## src/rtl/izero_pkg.sv

```systemverilog
// izero_pkg: definitions shared by the interrupt controller and its sub-module.
//   state_e     - controller state encoding (IDLE=0, WAIT=1, TAKE=2, SERVICE=3)
//   INTC_OFFSET - added to a source ID to form the interrupt code (code 0 = none)
//   id_width()  - width of a source ID for a given number of external sources
//                 (one extra ID is reserved for the preemption timer)
package izero_pkg;

  typedef enum logic [1:0] {
    IDLE    = 2'd0,
    WAIT    = 2'd1,
    TAKE    = 2'd2,
    SERVICE = 2'd3
  } state_e;

  localparam int INTC_OFFSET = 1;

  function automatic int id_width(input int num_src);
    return $clog2(num_src + 1);
  endfunction

endpackage

```

## src/rtl/codificador_de_prioridade.sv

```systemverilog
// codificador_de_prioridade: lowest-index-wins priority encoder.
//   req_i   [WIDTH-1:0] request vector, bit 0 has the highest priority
//   id_o    [ID_W-1:0]  index of the lowest set bit (0 when none)
//   valid_o             at least one request bit is set
module codificador_de_prioridade #(
  parameter int WIDTH = 9,
  parameter int ID_W  = 4
) (
  input  logic [WIDTH-1:0] req_i,
  output logic [ID_W-1:0]  id_o,
  output logic             valid_o
);

  // Scan from the top down so the last hit written is the lowest index.
  always_comb begin
    id_o    = '0;
    valid_o = 1'b0;
    for (int i = WIDTH - 1; i >= 0; i--) begin
      if (req_i[i]) begin
        id_o    = ID_W'(i);
        valid_o = 1'b1;
      end
    end
  end

endmodule

```

## src/rtl/controlador_de_interrupcoes.sv

```systemverilog
// controlador_de_interrupcoes: interrupt controller between the I/O request
// lines and the processor control unit. Edge-detects NUM_SRC requests into
// pending bits, masks and prioritises them (index 0 highest, timer lowest),
// and issues a one-cycle take pulse at an instruction boundary in user mode.
// The request stays in service until the kernel acknowledges its ID.
//
// Optional feature: define CONTROLADOR_TIMER_EN to build the preemption timer
// (pending bit NUM_SRC). Without it the quantum ports are accepted but unused.
//
// Ports:
//   clock, rst          clock; asynchronous active-low reset
//   irq                 request lines, rising edge sets pending
//   mode                1 = user mode, 0 = kernel mode
//   instrDone           instruction boundary strobe
//   maskWrite/maskData  load the enable mask (1 = enabled)
//   ackWrite/ackId      kernel acknowledge; ackId == NUM_SRC is the timer
//   quantumWrite/Data   load the preemption quantum (0 disables the timer)
//   intTake             one-cycle take pulse
//   intc                code of the interrupt in service (ID+1), 0 = none
//   pending             pending bits, bit NUM_SRC is the timer
//   busy                high while taking or servicing an interrupt
module controlador_de_interrupcoes
  import izero_pkg::*;
#(
  parameter int NUM_SRC   = 8,
  parameter int CODE_W    = 32,
  parameter int QUANTUM_W = 16
) (
  input  logic                          clock,
  input  logic                          rst,
  input  logic [NUM_SRC-1:0]            irq,
  input  logic                          mode,
  input  logic                          instrDone,
  input  logic                          maskWrite,
  input  logic [NUM_SRC-1:0]            maskData,
  input  logic                          ackWrite,
  input  logic [id_width(NUM_SRC)-1:0]  ackId,
  input  logic                          quantumWrite,
  input  logic [QUANTUM_W-1:0]          quantumData,
  output logic                          intTake,
  output logic [CODE_W-1:0]             intc,
  output logic [NUM_SRC:0]              pending,
  output logic                          busy
);

  localparam int ID_W = id_width(NUM_SRC);
  localparam int NP   = NUM_SRC + 1;

  logic [NUM_SRC-1:0] irq_q, mask_q;
  logic [NP-1:0]      pending_q, pending_d, clr, eligible;
  state_e             state_q, state_d;
  logic [ID_W-1:0]    id_q, id_d, win_id;
  logic               win_vld, timer_en, timer_fire, count_en;

  // Ack decode; IDs above NUM_SRC match no bit and are dropped.
  always_comb begin
    clr = '0;
    for (int i = 0; i < NP; i++) begin
      if (ackWrite && ackId == ID_W'(i)) clr[i] = 1'b1;
    end
  end

  // Set is OR-ed after the clear so a simultaneous edge survives its ack.
  assign pending_d = (pending_q & ~clr) | {timer_fire, irq & ~irq_q};
  assign eligible  = pending_q & {timer_en, mask_q};

  codificador_de_prioridade #(
    .WIDTH (NP),
    .ID_W  (ID_W)
  ) u_prio (
    .req_i   (eligible),
    .id_o    (win_id),
    .valid_o (win_vld)
  );

  // Time slice only advances while user code is actually running.
  assign count_en = instrDone & mode & ((state_q == IDLE) || (state_q == WAIT));

`ifdef CONTROLADOR_TIMER_EN
  logic [QUANTUM_W-1:0] quantum_q, cnt_q, cnt_d;

  assign timer_en   = |quantum_q;
  assign timer_fire = !quantumWrite && count_en && timer_en && (cnt_q == QUANTUM_W'(1));

  // Reload instead of sitting at zero, so the next slice starts immediately.
  always_comb begin
    cnt_d = cnt_q;
    if (quantumWrite)
      cnt_d = quantumData;
    else if (count_en && timer_en)
      cnt_d = (cnt_q <= QUANTUM_W'(1)) ? quantum_q : cnt_q - 1'b1;
  end

  always_ff @(posedge clock or negedge rst) begin
    if (!rst) begin
      quantum_q <= '0;
      cnt_q     <= '0;
    end else begin
      if (quantumWrite) quantum_q <= quantumData;
      cnt_q <= cnt_d;
    end
  end
`else
  logic unused_quantum;
  assign unused_quantum = ^{quantumWrite, quantumData, count_en};
  assign timer_en       = 1'b0;
  assign timer_fire     = 1'b0;
`endif

  // State and datapath registers
  always_ff @(posedge clock or negedge rst) begin
    if (!rst) begin
      state_q   <= IDLE;
      id_q      <= '0;
      irq_q     <= '0;
      mask_q    <= '0;
      pending_q <= '0;
    end else begin
      state_q   <= state_d;
      id_q      <= id_d;
      irq_q     <= irq;
      pending_q <= pending_d;
      if (maskWrite) mask_q <= maskData;
    end
  end

  // Next-state logic; the winner ID is captured on the WAIT->TAKE edge.
  always_comb begin
    state_d = state_q;
    id_d    = id_q;
    case (state_q)
      IDLE:    if (mode && win_vld) state_d = WAIT;
      WAIT: begin
        if (!(mode && win_vld)) begin
          state_d = IDLE;
        end else if (instrDone) begin
          state_d = TAKE;
          id_d    = win_id;
        end
      end
      TAKE:    state_d = SERVICE;
      SERVICE: if (ackWrite && ackId == id_q) state_d = IDLE;
      default: state_d = IDLE;
    endcase
  end

  // Outputs; intc reads zero whenever nothing is in service.
  always_comb begin
    intTake = (state_q == TAKE);
    busy    = (state_q == TAKE) || (state_q == SERVICE);
    intc    = busy ? CODE_W'(id_q) + CODE_W'(INTC_OFFSET) : '0;
    pending = pending_q;
  end

endmodule

```

## config.mk

```make
export PLATFORM = sky130hd
export DESIGN_NAME = controlador_de_interrupcoes
export DESIGN_NICKNAME = d
export VERILOG_FILES = /design/src/rtl/izero_pkg.sv /design/src/rtl/codificador_de_prioridade.sv /design/src/rtl/controlador_de_interrupcoes.sv
export SDC_FILE = /design/constraint.sdc
export NUM_CORES = 1
export LEC_CHECK = 0
export CELL_PAD_IN_SITES_DETAIL_PLACEMENT = 0
export CELL_PAD_IN_SITES_GLOBAL_PLACEMENT = 1
export CORE_MARGIN = 2
export CORE_UTILIZATION = 30
export CTS_CLUSTER_DIAMETER = 50
export DETAILED_ROUTE_END_ITERATION = 10
export GPL_ROUTABILITY_DRIVEN = 0
export PLACE_DENSITY_LB_ADDON = 0.1
export SYNTH_ARGS = -nofsm -noshare
export SYNTH_HDL_FRONTEND = slang
export SYNTH_SLANG_ARGS = --single-unit
```

## constraint.sdc

```tcl
create_clock -name clock -period 2.35 [get_ports clock]
set_input_delay 0.235 -clock clock [delete_from_list [all_inputs] [get_ports clock]]
set_output_delay 0.235 -clock clock [all_outputs]
set_load 0.05 [all_outputs]
```

==> impl_metrics.py <==
metrics = {
    "global_routing": {
        "grtUsageTotal_pct": 12.2,
        "grt_max_degree": 31,
        "grt_pass1_wl_um": 5010,
        "overflow": 0,
        "grt_pass1_vias": 1088,
        "antenna_found_initial": 0,
    },
    "floorplan": {
        "die_area_um2": 5700,
        "boundaryPins": 86,
        "fp.dieH_um": 75.5,
        "start_util_pct": 30.6,
        "die_w_um": 75.5,
        "core_um2": 5010,
        "rows": 26,
    },
    "timing": {
        "max_clock_freq_mhz": 445,
        "min_period_ns": 2.25,
        "worstMarginPinSlew_ns": 0.501,
        "slew_viol_final": 0,
        "clock_skew_ns": 0.00607,
        "finalSetupViolCount": 0,
        "rsz0062_at_grt": "no",
        "period_share_pct": 95.6,
        "hold_viol": 0,
        "tns_ns": 0,
        "slew-limit-headroom_pct": 66.5,
    },
    "synthesis": {
        "synth_seq_cells": 30,
        "synthFlopType": "dfrtp_1",
        "syn_area_per_cell_um2": 10.6,
        "synth_warnings": 0,
        "netlist_area_um2": 1530,
        "async_flop_share_pct": 100,
        "synthCells": 144,
        "synth_commonest_cells": "dfrtp_1, buf_4, o21ai_0",
        "seq_area_frac_synth_pct": 49.0,
        "yosysTopAreaCellShare_pct": 49.0,
        "synth.most_common_cell": "dfrtp_1",
        "ys_types": 32,
        "yosys.area.top_type": "dfrtp_1",
        "synth_edf_count": 0,
        "synth.area.top_cells": "dfrtp_1, buf_4, mux2_2, o21ai_0, nand2_1",
    },
    "clock_network": {
        "cts_hold_buffers": 0,
        "cts_resized": 0,
        "clock_latency_ns": 0.28,
        "htreeDepth": 2,
        "cts_tree": "built",
        "cts.path.max_buffers": 2,
        "cts_setup_buffers": 0,
        "cts_buffers": 5,
        "cts_root_buf": "clkbuf_8",
        "path_clk_slew_ns": 0.06,
        "clkSinkCount": 30,
    },
    "detailed_routing": {
        "num_vias": 1070,
        "wire_per_inst_um": 12.6,
        "drc": 0,
        "firstDrtPassIters": 4,
        "ant_nets": 0,
        "routed_wl_um": 3260,
        "viasPerCell": 4.13,
        "drt-initial-drc-count": 28,
    },
    "power_and_ir_drop": {
        "p_int_mw": 1.14,
        "p_leak_nw": 0.870,
        "p_sw_share_pct": 39.6,
        "p_clk_share_pct": 25.4,
        "pwr-share-comb_pct": 38.9,
        "p_sw_uw": 745,
        "seqPwrFrac_pct": 35.8,
        "p_per_area_nw_per_um2": 934,
        "vdd_drop_max_mv": 0.503,
    },
    "cells_and_area": {
        "diodes": 0,
        "final_cells": 259,
        "post-route-util_pct": 40.2,
        "drive_above_1_share_pct": 12.7,
        "nNetsFinal": 232,
        "syn2layout_area_growth_pct": 31.3,
    },
    "flow_run": {
        "cap_violations": 0,
    },
    "worst_setup_path": {
        "cp_data_arrival_time_ns": 2.01,
        "critPathKind": "register to primary output",
        "cp-start-kind": "register",
        "critPathCaptureType": "primary output",
        "required_ns": 2.12,
        "crit_fanout": 5,
    },
    "outcome": {
        "status": "completed",
    },
    "placed_design": {
        "dp_hpwl_um": 2540,
        "io_buffers": 40,
        "dp_cells": 251,
    },
    "worst_hold_path": {
        "holdCritPathClass": "primary input to async pin",
    },
}
==> cell families (layout without fill, tap and decap cells) <==
kind of cell             count (synthesis)  after routing  synth area share, %
other                                    1             28                0.245
XOR/XNOR                                 4              4                 2.29
multiplexers                            10             10                 7.35
flip-flops                              30             30                 49.0
AO/OA/AOI/OAI                           30             30                 12.5
buffers and inverters                   39             57                 16.7
AND/OR/NAND/NOR                         29             29                 11.1
adder cells (fa/ha/maj)                  1              1                0.816
==> layout by cell type, fill, tap and decap left out, drive strengths merged, types with 2 or more instances in the layout <==
master and n:
inv 8, nor2b 2, clkbuf 8, o21ai 17, and2 3, mux2 10
nor2 2, a21oi 3, clkdlybuf4s50 40, conb 28, xor2 3, a32oi 2
nand2 11, a22oi 4, dfrtp 30, nand2b 4, nand4 2
==> worst max-delay path, stage by stage (launching register included) <==
cell and delay, ns:
dfrtp_1 0.43, ha_1 0.23, xor2_1 0.13, and2_1 0.14, clkdlybuf4s50_1 0.80
==> per-stage QoR <==
stage	setup slack [ns]	instance area [um^2]	total power, mW	hold slack (ns)
2_1_floorplan	0.764	1630	1.22	-0.0606
3_3_place_gp	0.425	1900	1.40	0.402
3_5_place_dp	0.390	1900	1.42	0.409
4_1_cts	0.0721	2010	1.91	0.345
5_1_grt	0.0360	2010	1.99	0.372
6_report	0.104	2010	1.88	0.342
==> layer usage <==
layer	GRT usage, %	routed length [um]	up-vias
met5	0	0	-
met4	4.68	31	0
met3	4.10	174	5
met2	20.8	1700	35
met1	14.4	1350	514
li1	-	-	516
==> sequential cells by signal, indices dropped and copies added (netlist names), named ones only <==
signal   flops
id_q         3
pending      9
state_q      1
mask_q       8
irq_q        8
==> path summary, 6_finish.rpt <==
path,startpoint,to,slack [ns],cells past startpoint
setup / recovery,id_q[0],intc[2],0.10,4
hold / removal,rst,pending[7],0.34,2
setup reg to reg,pending[7],id_q[1],0.74,4
hold reg to reg,irq_q[0],pending[0],0.41,1
max in group asynchronous,rst,pending[8],1.73,2
min in group clock,irq_q[0],pending[0],0.41,1
==> cell type report <==
cell class	count	area, um^2
clock buffer	8	110
fill	526	3000
inverter	8	30.0
multi-input combinational	102	627
sequential	30	751
tap	70	87.6
timing repair buffer	41	408
==> power by group through the flow <==
stage               Sequential (mW)  Combinational (mW)  Clock, mW
floorplan                     0.673               0.551          0
global placement              0.677               0.727          0
detailed placement            0.681               0.735          0
CTS                           0.672               0.737      0.497
global route                  0.688               0.783      0.517
finish                        0.672               0.731      0.477
(Power assumes the default switching activity.)
